<file path="src/rtl/reg_bank_param_if.sv">
// Request/acknowledge register bus between the AXI4-Lite slave and its register banks.
// Several banks may hang off one bus; their response lines are OR-combined upstream.
interface reg_bank_param_if #(
    parameter int unsigned ADDR_W = 14,
    parameter int unsigned DATA_W = 32
);
    logic                  axi_wreq;
    logic [ADDR_W-1:0]     axi_waddr;
    logic [DATA_W-1:0]     axi_wdata;
    logic [DATA_W/8-1:0]   axi_wstrb;
    logic                  axi_wack;
    logic                  axi_werr;
    logic                  axi_rreq;
    logic [ADDR_W-1:0]     axi_raddr;
    logic [DATA_W-1:0]     axi_rdata;
    logic                  axi_rack;
    logic                  axi_rerr;

    modport master (
        output axi_wreq, axi_waddr, axi_wdata, axi_wstrb, axi_rreq, axi_raddr,
        input  axi_wack, axi_werr, axi_rdata, axi_rack, axi_rerr
    );

    modport slave (
        input  axi_wreq, axi_waddr, axi_wdata, axi_wstrb, axi_rreq, axi_raddr,
        output axi_wack, axi_werr, axi_rdata, axi_rack, axi_rerr
    );
endinterface

</file>
<file path="src/rtl/reg_bank_param.sv">
// Parametrised register bank with byte strobes, RW/RO/W1C registers, error reporting,
// per-register write strobes and a registered interrupt from the W1C registers.
module reg_bank_param #(
    parameter int unsigned                DATA_W       = 32,
    parameter int unsigned                ADDR_W       = 14,
    parameter int unsigned                BASE_W       = 7,
    parameter logic [BASE_W-1:0]          BASE_ADDRESS = '0,
    parameter int unsigned                NUM_REGS     = 16,
    parameter logic [NUM_REGS-1:0]        RO_MASK      = '0,
    parameter logic [NUM_REGS-1:0]        W1C_MASK     = '0,
    parameter logic [NUM_REGS*DATA_W-1:0] RESET_VAL    = '0
) (
    input  logic                         AXI_ACLK,
    input  logic                         axi_rstn,
    reg_bank_param_if.slave              bus,
    output logic [NUM_REGS*DATA_W-1:0]   reg_q,
    input  logic [NUM_REGS*DATA_W-1:0]   hw_status,
    input  logic [NUM_REGS*DATA_W-1:0]   hw_set,
    output logic [NUM_REGS-1:0]          reg_wr_pulse,
    output logic                         irq
);
    localparam int unsigned IDX_W = ADDR_W - BASE_W;
    localparam int unsigned NB    = DATA_W / 8;

    logic              whit, rhit;
    logic [IDX_W-1:0]  widx, ridx;
    logic [DATA_W-1:0] wmask;

    logic [DATA_W-1:0] regs_q [NUM_REGS];
    logic [DATA_W-1:0] regs_d [NUM_REGS];
    logic [DATA_W-1:0] cur    [NUM_REGS];

    logic [NUM_REGS-1:0] pulse_d, pulse_q;
    logic                wack_d, wack_q, werr_d, werr_q;
    logic                rack_d, rack_q, rerr_d, rerr_q;
    logic [DATA_W-1:0]   rdata_d, rdata_q;
    logic                irq_d, irq_q;

    assign whit = (bus.axi_waddr[ADDR_W-1 -: BASE_W] == BASE_ADDRESS);
    assign rhit = (bus.axi_raddr[ADDR_W-1 -: BASE_W] == BASE_ADDRESS);
    assign widx = bus.axi_waddr[IDX_W-1:0];
    assign ridx = bus.axi_raddr[IDX_W-1:0];

    always_comb begin
        wmask = '0;
        for (int b = 0; b < NB; b++) begin
            wmask[b*8 +: 8] = {8{bus.axi_wstrb[b]}};
        end
    end

    // RO registers expose the live hardware status instead of stored state.
    always_comb begin
        reg_q = '0;
        for (int i = 0; i < NUM_REGS; i++) begin
            cur[i] = RO_MASK[i] ? hw_status[i*DATA_W +: DATA_W] : regs_q[i];
            reg_q[i*DATA_W +: DATA_W] = cur[i];
        end
    end

    always_comb begin
        logic wsel;
        logic w_ok, w_ro, r_ok, w1c_any;
        wsel    = 1'b0;
        w_ok    = 1'b0;
        w_ro    = 1'b0;
        r_ok    = 1'b0;
        w1c_any = 1'b0;
        rdata_d = '0;
        pulse_d = '0;
        for (int i = 0; i < NUM_REGS; i++) begin
            wsel      = bus.axi_wreq && whit && (widx == IDX_W'(i));
            regs_d[i] = regs_q[i];
            if (W1C_MASK[i]) begin
                if (wsel) regs_d[i] = regs_q[i] & ~(bus.axi_wdata & wmask);
                // Hardware set wins over a software clear of the same bit.
                regs_d[i] = regs_d[i] | hw_set[i*DATA_W +: DATA_W];
                w1c_any   = w1c_any | (|regs_q[i]);
            end else if (!RO_MASK[i]) begin
                if (wsel) regs_d[i] = (regs_q[i] & ~wmask) | (bus.axi_wdata & wmask);
            end
            if (wsel) begin
                w_ok       = 1'b1;
                w_ro       = RO_MASK[i];
                pulse_d[i] = !RO_MASK[i];
            end
            if (bus.axi_rreq && rhit && (ridx == IDX_W'(i))) begin
                r_ok    = 1'b1;
                rdata_d = cur[i];
            end
        end
        wack_d = bus.axi_wreq && whit;
        werr_d = wack_d && (!w_ok || w_ro);
        rack_d = bus.axi_rreq && rhit;
        rerr_d = rack_d && !r_ok;
        irq_d  = w1c_any;
    end

    always_ff @(posedge AXI_ACLK or negedge axi_rstn) begin
        if (!axi_rstn) begin
            for (int i = 0; i < NUM_REGS; i++) begin
                regs_q[i] <= RESET_VAL[i*DATA_W +: DATA_W];
            end
            pulse_q <= '0;
            wack_q  <= 1'b0;
            werr_q  <= 1'b0;
            rack_q  <= 1'b0;
            rerr_q  <= 1'b0;
            rdata_q <= '0;
            irq_q   <= 1'b0;
        end else begin
            for (int i = 0; i < NUM_REGS; i++) begin
                regs_q[i] <= regs_d[i];
            end
            pulse_q <= pulse_d;
            wack_q  <= wack_d;
            werr_q  <= werr_d;
            rack_q  <= rack_d;
            rerr_q  <= rerr_d;
            rdata_q <= rdata_d;
            irq_q   <= irq_d;
        end
    end

    assign bus.axi_wack  = wack_q;
    assign bus.axi_werr  = werr_q;
    assign bus.axi_rack  = rack_q;
    assign bus.axi_rerr  = rerr_q;
    assign bus.axi_rdata = rdata_q;
    assign reg_wr_pulse  = pulse_q;
    assign irq           = irq_q;
endmodule

</file>
<file path="src/flat_wrapper.sv">
// flat-port wrapper written by rule: the top's interface ports become plain ports
module reg_bank_param_flat 
#(
    parameter int unsigned                DATA_W       = 32,
    parameter int unsigned                ADDR_W       = 14,
    parameter int unsigned                BASE_W       = 7,
    parameter logic [BASE_W-1:0]          BASE_ADDRESS = '0,
    parameter int unsigned                NUM_REGS     = 16,
    parameter logic [NUM_REGS-1:0]        RO_MASK      = '0,
    parameter logic [NUM_REGS-1:0]        W1C_MASK     = '0,
    parameter logic [NUM_REGS*DATA_W-1:0] RESET_VAL    = '0
)
  (AXI_ACLK, axi_rstn, reg_q, hw_status, hw_set, reg_wr_pulse, irq, bus_axi_wreq, bus_axi_waddr, bus_axi_wdata, bus_axi_wstrb, bus_axi_rreq, bus_axi_raddr, bus_axi_wack, bus_axi_werr, bus_axi_rdata, bus_axi_rack, bus_axi_rerr);
  reg_bank_param_if #(.ADDR_W(ADDR_W), .DATA_W(DATA_W)) bus_i ();
  input  logic AXI_ACLK;
  input  logic axi_rstn;
  output logic [NUM_REGS*DATA_W-1:0] reg_q;
  input  logic [NUM_REGS*DATA_W-1:0] hw_status;
  input  logic [NUM_REGS*DATA_W-1:0] hw_set;
  output logic [NUM_REGS-1:0] reg_wr_pulse;
  output logic irq;
  input wire logic [$bits(bus_i.axi_wreq)-1:0] bus_axi_wreq;
  input wire logic [$bits(bus_i.axi_waddr)-1:0] bus_axi_waddr;
  input wire logic [$bits(bus_i.axi_wdata)-1:0] bus_axi_wdata;
  input wire logic [$bits(bus_i.axi_wstrb)-1:0] bus_axi_wstrb;
  input wire logic [$bits(bus_i.axi_rreq)-1:0] bus_axi_rreq;
  input wire logic [$bits(bus_i.axi_raddr)-1:0] bus_axi_raddr;
  output wire logic [$bits(bus_i.axi_wack)-1:0] bus_axi_wack;
  output wire logic [$bits(bus_i.axi_werr)-1:0] bus_axi_werr;
  output wire logic [$bits(bus_i.axi_rdata)-1:0] bus_axi_rdata;
  output wire logic [$bits(bus_i.axi_rack)-1:0] bus_axi_rack;
  output wire logic [$bits(bus_i.axi_rerr)-1:0] bus_axi_rerr;
  assign bus_i.axi_wreq = bus_axi_wreq;
  assign bus_i.axi_waddr = bus_axi_waddr;
  assign bus_i.axi_wdata = bus_axi_wdata;
  assign bus_i.axi_wstrb = bus_axi_wstrb;
  assign bus_i.axi_rreq = bus_axi_rreq;
  assign bus_i.axi_raddr = bus_axi_raddr;
  assign bus_axi_wack = bus_i.axi_wack;
  assign bus_axi_werr = bus_i.axi_werr;
  assign bus_axi_rdata = bus_i.axi_rdata;
  assign bus_axi_rack = bus_i.axi_rack;
  assign bus_axi_rerr = bus_i.axi_rerr;
  reg_bank_param #(.DATA_W(DATA_W), .ADDR_W(ADDR_W), .BASE_W(BASE_W), .BASE_ADDRESS(BASE_ADDRESS), .NUM_REGS(NUM_REGS), .RO_MASK(RO_MASK), .W1C_MASK(W1C_MASK), .RESET_VAL(RESET_VAL)) u_core (.AXI_ACLK(AXI_ACLK), .axi_rstn(axi_rstn), .bus(bus_i), .reg_q(reg_q), .hw_status(hw_status), .hw_set(hw_set), .reg_wr_pulse(reg_wr_pulse), .irq(irq));
endmodule
</file>
<file path="config.mk">
export PLATFORM = sky130hd
export DESIGN_NAME = reg_bank_param_flat
export DESIGN_NICKNAME = d
export VERILOG_FILES = /design/src/rtl/reg_bank_param_if.sv /design/src/rtl/reg_bank_param.sv /design/src/flat_wrapper.sv
export SDC_FILE = /design/constraint.sdc
export NUM_CORES = 1
export LEC_CHECK = 0
export ABC_CLOCK_PERIOD_IN_PS = 1660
export BUFFER_PORTS_ARGS = -buffer_cell sky130_fd_sc_hd__buf_2
export CAP_MARGIN = 20
export CORE_AREA = 2 2 643 645
export CTS_BUF_LIST = sky130_fd_sc_hd__clkbuf_16
export CTS_CLUSTER_SIZE = 20
export DETAILED_ROUTE_END_ITERATION = 10
export DIE_AREA = 0 0 645 647
export PLACE_DENSITY = 0.3
export SLEW_MARGIN = 0
export SYNTH_ARGS = -nofsm -noshare
export SYNTH_HDL_FRONTEND = slang
export SYNTH_SLANG_ARGS = --single-unit
</file>
<file path="constraint.sdc">
create_clock -name AXI_ACLK -period 1.66 [get_ports AXI_ACLK]
set_clock_uncertainty 0.2 [all_clocks]
set_input_delay 0.083 -clock AXI_ACLK [delete_from_list [all_inputs] [get_ports AXI_ACLK]]
set_output_delay 0.083 -clock AXI_ACLK [all_outputs]
set_load 0.01 [all_outputs]
</file>
# After elaboration in Yosys (flattened, before gate mapping)
# Index checks and enable logic that the tools add are counted.
# totals
word_cells,191
inputBits,1092
out_inout_bits,565
ff_bits,564
# classes
mux,63
n_eq_ne,30
reduce_logical,42
bitwise_logic,34
# op_table
cell,count
32-bit AND,17
32-bit 2-to-1 mux,16
32-bit OR,16
"7-bit by 4-bit == test with 1-bit output, second input constant",16
"7-bit by 3-bit == test with 1-bit output, second input constant",8
1-bit 2-to-1 mux,47
1-bit logical AND,36
32-bit inverter,1
"7-bit by 2-bit == test with 1-bit output, second input constant",4
7-bit zero test,4
"7-bit by 1-bit == test with 1-bit output, second input constant",2
1-bit zero test,2

# Logic depth before layout (Yosys ltp)
# Gate-level depths: netlist of the first run.
# depth
word_depth,21
depth_mapped,12
depth_no_buf,8

# Least setup slack after synthesis of the first run
# OpenSTA, ideal clock, no wires.
# synth_path
path_kind,input to register
startpoint,input port bus_axi_raddr[8]
endpoint,register u_core.rdata_q[29] (netlist: u_core.bus.axi_rdata[29])
arrival_time_ns,2.065
path_stages,9
slack_ns,-0.733
required_ns,1.331
n_path_buf,2
setup_ns,0.129
path_cell_list,or4_1 > buf_2 > buf_6 > or4_4 > nor2_1 > nor3_1 > a221o_1 > o2111ai_1 > nand3_1
# synth_between
elab_chain_cells,19
elab_cells_between_ends,34
classes_between,mux: 16; reduce/logical: 18
# synth_rtl
element,line_no,rtl
"start, declared",flat_wrapper.sv:27,input wire logic [$bits(bus_i.axi_raddr)-1:0] bus_axi_raddr;
7-bit zero test (*),reg_bank_param.sv:40,assign rhit = (bus.axi_raddr[ADDR_W-1 -: BASE_W] == BASE_ADDRESS);
1-bit logical AND (*),reg_bank_param.sv:86,if (bus.axi_rreq && rhit && (ridx == IDX_W'(i))) begin
1-bit logical AND,reg_bank_param.sv:86,
32-bit 2-to-1 mux (15 in series),reg_bank_param.sv:86,
32-bit 2-to-1 mux (*),reg_bank_param.sv:86,
named net u_core.rdata_d[29],reg_bank_param.sv:36,"logic [DATA_W-1:0] rdata_d, rdata_q;"
"end signal, assigned",reg_bank_param.sv:119,rdata_q <= rdata_d;
"end, declared",reg_bank_param.sv:36,
# Mark *: on every way through the listed nets, which the timed path passes. The rest lies on a longest branch.
# A chain may end at the register's enable or synchronous reset.

==> key figures, run 1 <==
GRT
  • Antenna violations before repair: 38
  • First-pass GRT wire length: 277000 um
  • Vias in the first global route: 24075
  • All-layer global routing usage: 0.102
  • Largest net degree at the start of global routing: 77
  • Total gr overflow: 0

Clock tree
  • Max Root-Sink Buffers: 3
  • CTS tree: done
  • CTS Buf Count: 74
  • # H-tree levels: 3
  • Clock-pin slew on the worst setup and hold paths: 0.06 ns
  • Clock latency at the later pin of the worst-skew pair: 0.72 ns
  • CTS root buffer: clkbuf_16
  • TritonCTS Sinks: 564

Die
  • Core footprint: 411000 um^2
  • FP Rows: 236
  • Die area: 417000 um^2
  • I/O pins: 1657
  • Initial Util: 0.0605
  • Die X: 645 um
  • Chip Height: 647 um

Logic synthesis
  • Area leader, netlist: dfrtp_1
  • Syn. warnings: 0
  • Ys flop type: dfrtp_1
  • Syn nets: 3014
  • Synth Register Bits: 564
  • Asr flop ratio synth: 1.00
  • Synth Instances: 1922
  • Sequential share of the synthesized area: 0.567
  • Avg Cell Area, Syn: 12.9 um^2
  • Mapped cell area: 24900 um^2
  • Top post-synthesis cells by area: dfrtp_1, mux2_2, a221oi_1
  • Cell variety after synth: 64
  • Post-synth EDFFs: 0
  • Synth top area share: 0.567

Place
  • Dpl ws: -1.53 ns
  • Dpl hpwl: 183000 um
  • GP Congestion: 0.835
  • Post-DP Area: 40300 um^2
  • Port Buffers: 631
  • Placed insts: 8398

Critical path
  • CP required: 2.01 ns
  • WS Path Type: reg -> reg
  • CP top delay family: compound AO/OA/AOI/OAI gates
  • Worst-path maximum fanout: 2
  • Critical path's slowest cell: dfrtp_2
  • Crit path cell chain: mux2_4 -> a22o_1 -> a222oi_1 -> o21ai_1 -> a221o_1 -> o2111ai_2 -> nand3_1
  • Endpoint type of the worst setup path: register
  • Crit-path max cell delay: 0.45 ns
  • Buf+Inv Stages, Crit Path: 0
  • Startpoint types: register
  • CP arrival: 2.63 ns

Power
  • Worst vdd ir: 0.000680 V
  • Total Power: 31.4 mW
  • Pwr/cell area: 654 nW/um^2
  • LEAKAGE: 22.0 nW

Run
  • Max cap viols: 0

Min path
  • Min-delay worst type: in -> reg

Timing
  • Final worst setup slack: -0.612 ns
  • Fin. max-slew vios: 0
  • RSZ-0062 raised after global routing: yes
  • FMAX: 440 MHz
  • Tcrit/Tclk final: 1.37
  • WHS: -0.102 ns
  • Worst-Margin Slew: 1.02 ns
  • Post-route setup TNS: -18.98 ns
  • Final Setup Violations: 179
  • Fin. Hold Viols: 1
  • Relative slew slack: 0.323
  • Min Clock Period, post-route: 2.27 ns

Routing
  • DR WL/cell: 25.2 um
  • DRC: 0
  • Drt first pass iters: 5
  • DRT iter0 DRCs: 1462
  • Antenna Nets Post-Route: 0
  • Vias: 23151
  • Total Routed Length: 220000 um
  • Vias per cell: 2.65

Cells and area
  • Final instance count without filler cells: 8740
  • Area Overhead vs Synth: 93.3%
  • Multi-input gate area: 12300 um^2
  • Layout cells sized above 1: 0.690
  • Reg area: 14200 um^2
  • Post-route cell area: 48100 um^2
  • Nets: 4290
  • Fillers: 46890
  • Post-layout util: 0.117

Run status
  • Failing checks: hold timing, setup timing
  • Status: finished, violations left
cells by family (layout without fill, tap and decap cells):
logic type / after synthesis / in the layout / share of synthesized area
AO/OA/AOI/OAI: 318 / 318 / 0.0909
buffers and inverters: 118 / 1453 / 0.0196
flip-flops: 564 / 564 / 0.567
multiplexers: 556 / 556 / 0.250
other: 1 / 10 / 0.000151
AND/OR/NAND/NOR: 365 / 365 / 0.0720
worst paths after layout:
path | start | to | slack [ns] | cells after the start
worst max-delay path | register | u_core.bus.axi_rdata[29] | -0.61 | 7
worst max register to register | register | u_core.bus.axi_rdata[29] | -0.61 | 7
worst min-delay path | bus_axi_raddr[11] | u_core.bus.axi_rerr | -0.10 | 5
worst min register to register | register | u_core.bus.axi_rdata[1] | 0.29 | 1
max in group asynchronous | axi_rstn | asynchronous set/reset pin | 0.12 | 6
min in group asynchronous | axi_rstn | u_core.bus.axi_werr | 0.26 | 4
worst reg2reg max path, stage by stage, from the launching register on:
cell and delay, ns:
dfrtp_2 0.45, mux2_4 0.30, a22o_1 0.20, a222oi_1 0.29
o21ai_1 0.16, a221o_1 0.34, o2111ai_2 0.07, nand3_1 0.10
synthesized netlist by cell type (3+ instances only):
library cell and n:
buf_2 14, mux2_1 14, a22oi_1 17, or4_1 6, nor4_2 5, buf_4 5
and3_1 5, o2111ai_1 3, dfrtp_1 564, o21ai_1 30, nand3b_1 4, nor3b_1 13
nand2_1 123, nor2_1 90, buf_1 8, nor3_1 44, nand4_1 3, a21oi_1 44
a221oi_1 60, nand3_1 25, o221ai_1 12, mux2i_1 30, clkbuf_1 87, o22ai_1 43
o21ai_0 48, a221o_1 38, or2_2 4, a222oi_1 7, nand2b_1 5, nor4_1 3
nor2b_1 10, and2_1 6, o221a_1 3, or3_1 3, mux2_2 512
layout by cell type, fill, tap and decap left out, types with 34 or more instances in the layout:
| cell | count |
|---|---|
| clkbuf_16 | 75 |
| a221oi_2 | 37 |
| dfrtp_1 | 477 |
| mux2_2 | 507 |
| buf_6 | 290 |
| dfrtp_2 | 85 |
| a21oi_1 | 34 |
| buf_12 | 148 |
| a221o_1 | 38 |
| nand2_1 | 49 |
| o21ai_0 | 39 |
| buf_4 | 391 |
| nor2_1 | 57 |
| nand2_8 | 34 |
| dlygate4sd3_1 | 50 |
| buf_2 | 388 |
| buf_8 | 41 |
per-layer routing:
metal / GRT usage / vias up / wire length [um]
met5: 0 / - / 69
met4: 0.0328 / 10 / 8230
met3: 0.0312 / 238 / 15400
met2: 0.179 / 703 / 109000
met1: 0.118 / 12393 / 87800
li1: - / 9807 / -
repair_timing:
item	4_1_cts	5_1_grt
hold endpoints to repair	1096	9
resized for setup	767	181
endpoints found under the setup margin	602	515
hold buffers	51	4
cloned	2	1
setup buffers	146	30
pin swaps	45	62
final cells by class:
class / count / share of cell area
diodes: 9 / 0.000468
clock buffers: 74 / 0.0385
clock inverters: 61 / 0.0103
inverters: 3 / 0.000234
multi-input cells: 1240 / 0.256
flip-flops and latches: 564 / 0.296
well taps: 5474 / 0.142
repair buffers: 1315 / 0.257
power by group:
| part | switching (mW) | leakage, nW | internal [mW] |
|---|---|---|---|
| logic | 1.12 | 13.1 | 0.501 |
| registers | 0.00947 | 7.74 | 13.8 |
| clock network | 7.35 | 1.22 | 8.71 |
| total | 8.47 | 22.0 | 23.0 |
No activity file was read; power rests on OpenSTA's default activity.
==> inputs of run 2 (changes only) <==
--- a/config.mk
+++ b/config.mk
@@ -6,13 +6,13 @@
 export NUM_CORES = 1
 export LEC_CHECK = 0
 export ABC_CLOCK_PERIOD_IN_PS = 1660
-export BUFFER_PORTS_ARGS = -buffer_cell sky130_fd_sc_hd__buf_2
 export CAP_MARGIN = 20
-export CORE_AREA = 2 2 643 645
+export CORE_AREA = 2 2 638 640
 export CTS_BUF_LIST = sky130_fd_sc_hd__clkbuf_16
 export CTS_CLUSTER_SIZE = 20
 export DETAILED_ROUTE_END_ITERATION = 10
-export DIE_AREA = 0 0 645 647
+export DIE_AREA = 0 0 640 642
+export DONT_BUFFER_PORTS = 1
 export PLACE_DENSITY = 0.3
 export SLEW_MARGIN = 0
 export SYNTH_ARGS = -nofsm -noshare
==> run 2 against run 1 <==
The run still ends with hold timing, setup timing left; largest cell class unchanged; first-iteration DRC count rose by 0.34%; critical path type unchanged; cell area fell by 7.6%; non-clock buffer count fell by 483; sequential share of layout area rose by 2.3 points; hold slack improved by 0.039 ns.
==> key figures, run 2 (same netlist as run 1, synthesis figures left out) <==
Cells and area
  • Reg area: 14200 um^2 (-0.28%)
  • Layout cells sized above 1: 0.620 (-0.0693)
  • Area Overhead vs Synth: 78.5%
  • Final instance count without filler cells: 8211 (-6.1%)
  • Fillers: 46062 (-1.8%)
  • Nets: 3806 (-11%)
  • Most frequent cells in the layout: mux2_2, dfrtp_1, buf_4
  • Multi-input gate area: 12200 um^2 (-0.95%)
  • Most common cell after layout, fill and taps aside: mux2_2

Place
  • Port Buffers: 0 (-100%)
  • Dpl ws: -1.43 ns (+0.102 ns)
  • Placed insts: 7873 (-6.3%)
  • GP Congestion: 0.834 (-0.11%)
  • Dpl hpwl: 179000 um (-2.1%)

Die
  • I/O pins: 1657 (unchanged)
  • Die X: 640 um (-0.78%)
  • Die area: 411000 um^2 (-1.5%)
  • Core footprint: 404000 um^2 (-1.6%)
  • Chip Height: 642 um (-0.77%)
  • Initial Util: 0.0615 (+0.00100)
  • FP Rows: 234 (-0.85%)

Clock tree
  • CTS root buffer: clkbuf_16
  • TritonCTS Sinks: 564 (unchanged)
  • Max Root-Sink Buffers: 3 (unchanged)
  • Clock-pin slew on the worst setup and hold paths: 0.06 ns (about the same)
  • CTS Buf Count: 73 (-1.4%)
  • # H-tree levels: 3 (unchanged)
  • Clock latency at the later pin of the worst-skew pair: 0.74 ns (+0.02 ns)
  • CTS tree: done

GRT
  • Vias in the first global route: 22207 (-7.8%)
  • Antenna violations before repair: 37 (-2.6%)
  • First-pass GRT wire length: 278000 um (+0.37%)
  • Largest net degree at the start of global routing: 162 (+110%)
  • All-layer global routing usage: 0.106 (+0.00321)
  • Total gr overflow: 0 (unchanged)

Critical path
  • Endpoint type of the worst setup path: register
  • Worst-path maximum fanout: 2 (unchanged)
  • CP required: 2.00 ns (about the same)
  • Buf+Inv Stages, Crit Path: 0 (unchanged)
  • Startpoint types: register
  • Crit path cell chain: mux2_4 -> a22o_1 -> a222oi_1 -> o21ai_2 -> a221o_1 -> o2111ai_2 -> nand3_1
  • CP arrival: 3.07 ns (+0.44 ns)
  • Critical path's slowest cell: a222oi_1
  • CP top delay family: compound AO/OA/AOI/OAI gates
  • Crit-path max cell delay: 0.69 ns (+0.24 ns)
  • WS Path Type: reg -> reg

Min path
  • Min-delay worst type: in -> reg

Routing
  • DR WL/cell: 27.5 um (+9.1%)
  • DRC: 0 (unchanged)
  • Vias: 21746 (-6.1%)
  • Total Routed Length: 226000 um (+2.5%)
  • Antenna Nets Post-Route: 0 (unchanged)
  • Drt first pass iters: 5 (unchanged)
  • DRT iter0 DRCs: 1467 (+0.34%)
  • Vias per cell: 2.65 (about the same)

Run status
  • Failing checks: hold timing, setup timing
  • Status: finished, violations left

Timing
  • Final Setup Violations: 547 (+210%)
  • Min Clock Period, post-route: 2.73 ns (+0.461 ns)
  • Tcrit/Tclk final: 1.65 (+0.278)
  • Fin. Hold Viols: 12 (+11)
  • Worst-Margin Slew: 1.10 ns (+0.0889 ns)
  • Fin. max-slew vios: 0 (unchanged)
  • WHS: -0.0629 ns (+0.0392 ns)
  • RSZ-0062 raised after global routing: yes
  • FMAX: 366 MHz (-17%)
  • Final worst setup slack: -1.07 ns (-0.461 ns)
  • Relative slew slack: 0.261 (-0.0617)

Run
  • Max cap viols: 0 (unchanged)

Power
  • Total Power: 31.7 mW (+0.73%)
  • Pwr/cell area: 713 nW/um^2 (+9.0%)
  • LEAKAGE: 19.5 nW (-11%)
  • Worst vdd ir: 0.000704 V (+3.4%)
==> run 2: changes by cell type in the layout (fill, tap and decap cells not counted), moves of 8 or more <==
cell     delta
buf_16      +8
nand2_1     +8
buf_8      -24
buf_6     -185
dfrtp_2    -29
buf_4     +113
nand2_8    -14
buf_2     -388
nand2_4    +14
dfrtp_1    +30
nand2_2     -8
buf_12     -13
==> run 2: final cells by class <==
type / instances / share of cell area
diodes: 10 / 0.000563
flip-flops and latches: 564 / 0.319
clock inverters: 61 / 0.0120
well taps: 5428 / 0.153
clock buffers: 73 / 0.0411
inverters: 3 / 0.000253
repair buffers: 832 / 0.200
multi-input cells: 1240 / 0.274
==> run 2: worst register-to-register path: cells and delay by family, from the launching register on <==
kind             cells  cell delay (ns)
AO/OA/AOI/OAI        5             1.52
flip-flops           1             0.45
multiplexers         1             0.28
AND/OR/NAND/NOR      1             0.11
==> run 2: through the flow <==
step                        util  instance area [um^2]  hold WS, ns  setup TNS [ns]
final                      0.110                 44400      -0.0629         -171.59
after detailed placement  0.0940                 38000       -0.412         -562.26
after global placement    0.0940                 38000       -0.412         -564.47
after global routing       0.110                 44400      -0.0329         -212.07
after CTS                  0.107                 43300       -0.494         -379.71
after floorplan                -                 25700       -0.413         -151.24
==> run 2: final timing paths <==
check	slack [ns]	cells past startpoint	end	startpoint
worst max-delay path	-1.07	7	u_core.bus.axi_rdata[29]	register
worst min-delay path	-0.06	6	u_core.reg_wr_pulse[6]	bus_axi_waddr[9]
worst max register to register	-1.07	7	u_core.bus.axi_rdata[29]	register
worst min register to register	0.34	2	u_core.bus.axi_rdata[26]	register
max in group asynchronous	0.03	14	asynchronous set/reset pin	axi_rstn
min in group asynchronous	0.06	13	u_core.reg_wr_pulse[15]	axi_rstn
==> run 2: per-layer routing <==
layer,track usage,vias up,share of wire,wire [um]
li1,-,8890,-,-
met4,0.0240,12,0.028,6320
met5,0,-,0.00031,71
met1,0.120,11801,0.39,87800
met3,0.0328,227,0.075,17000
met2,0.191,816,0.51,115000
==> run 2: power breakdown <==
part	internal, mW	switching (mW)	total [mW]
clock	8.80	7.57	16.4
combinational	0.442	1.09	1.54
sequential	13.8	0.0120	13.8
==> run 2: timing repair <==
item	in CTS	in global routing
setup endpoints to repair	336	915
gates cloned	4	6
pin swaps	50	56
hold buffers	74	10
hold endpoints to repair	875	43
resized for setup	293	149
buffers inserted	86	25
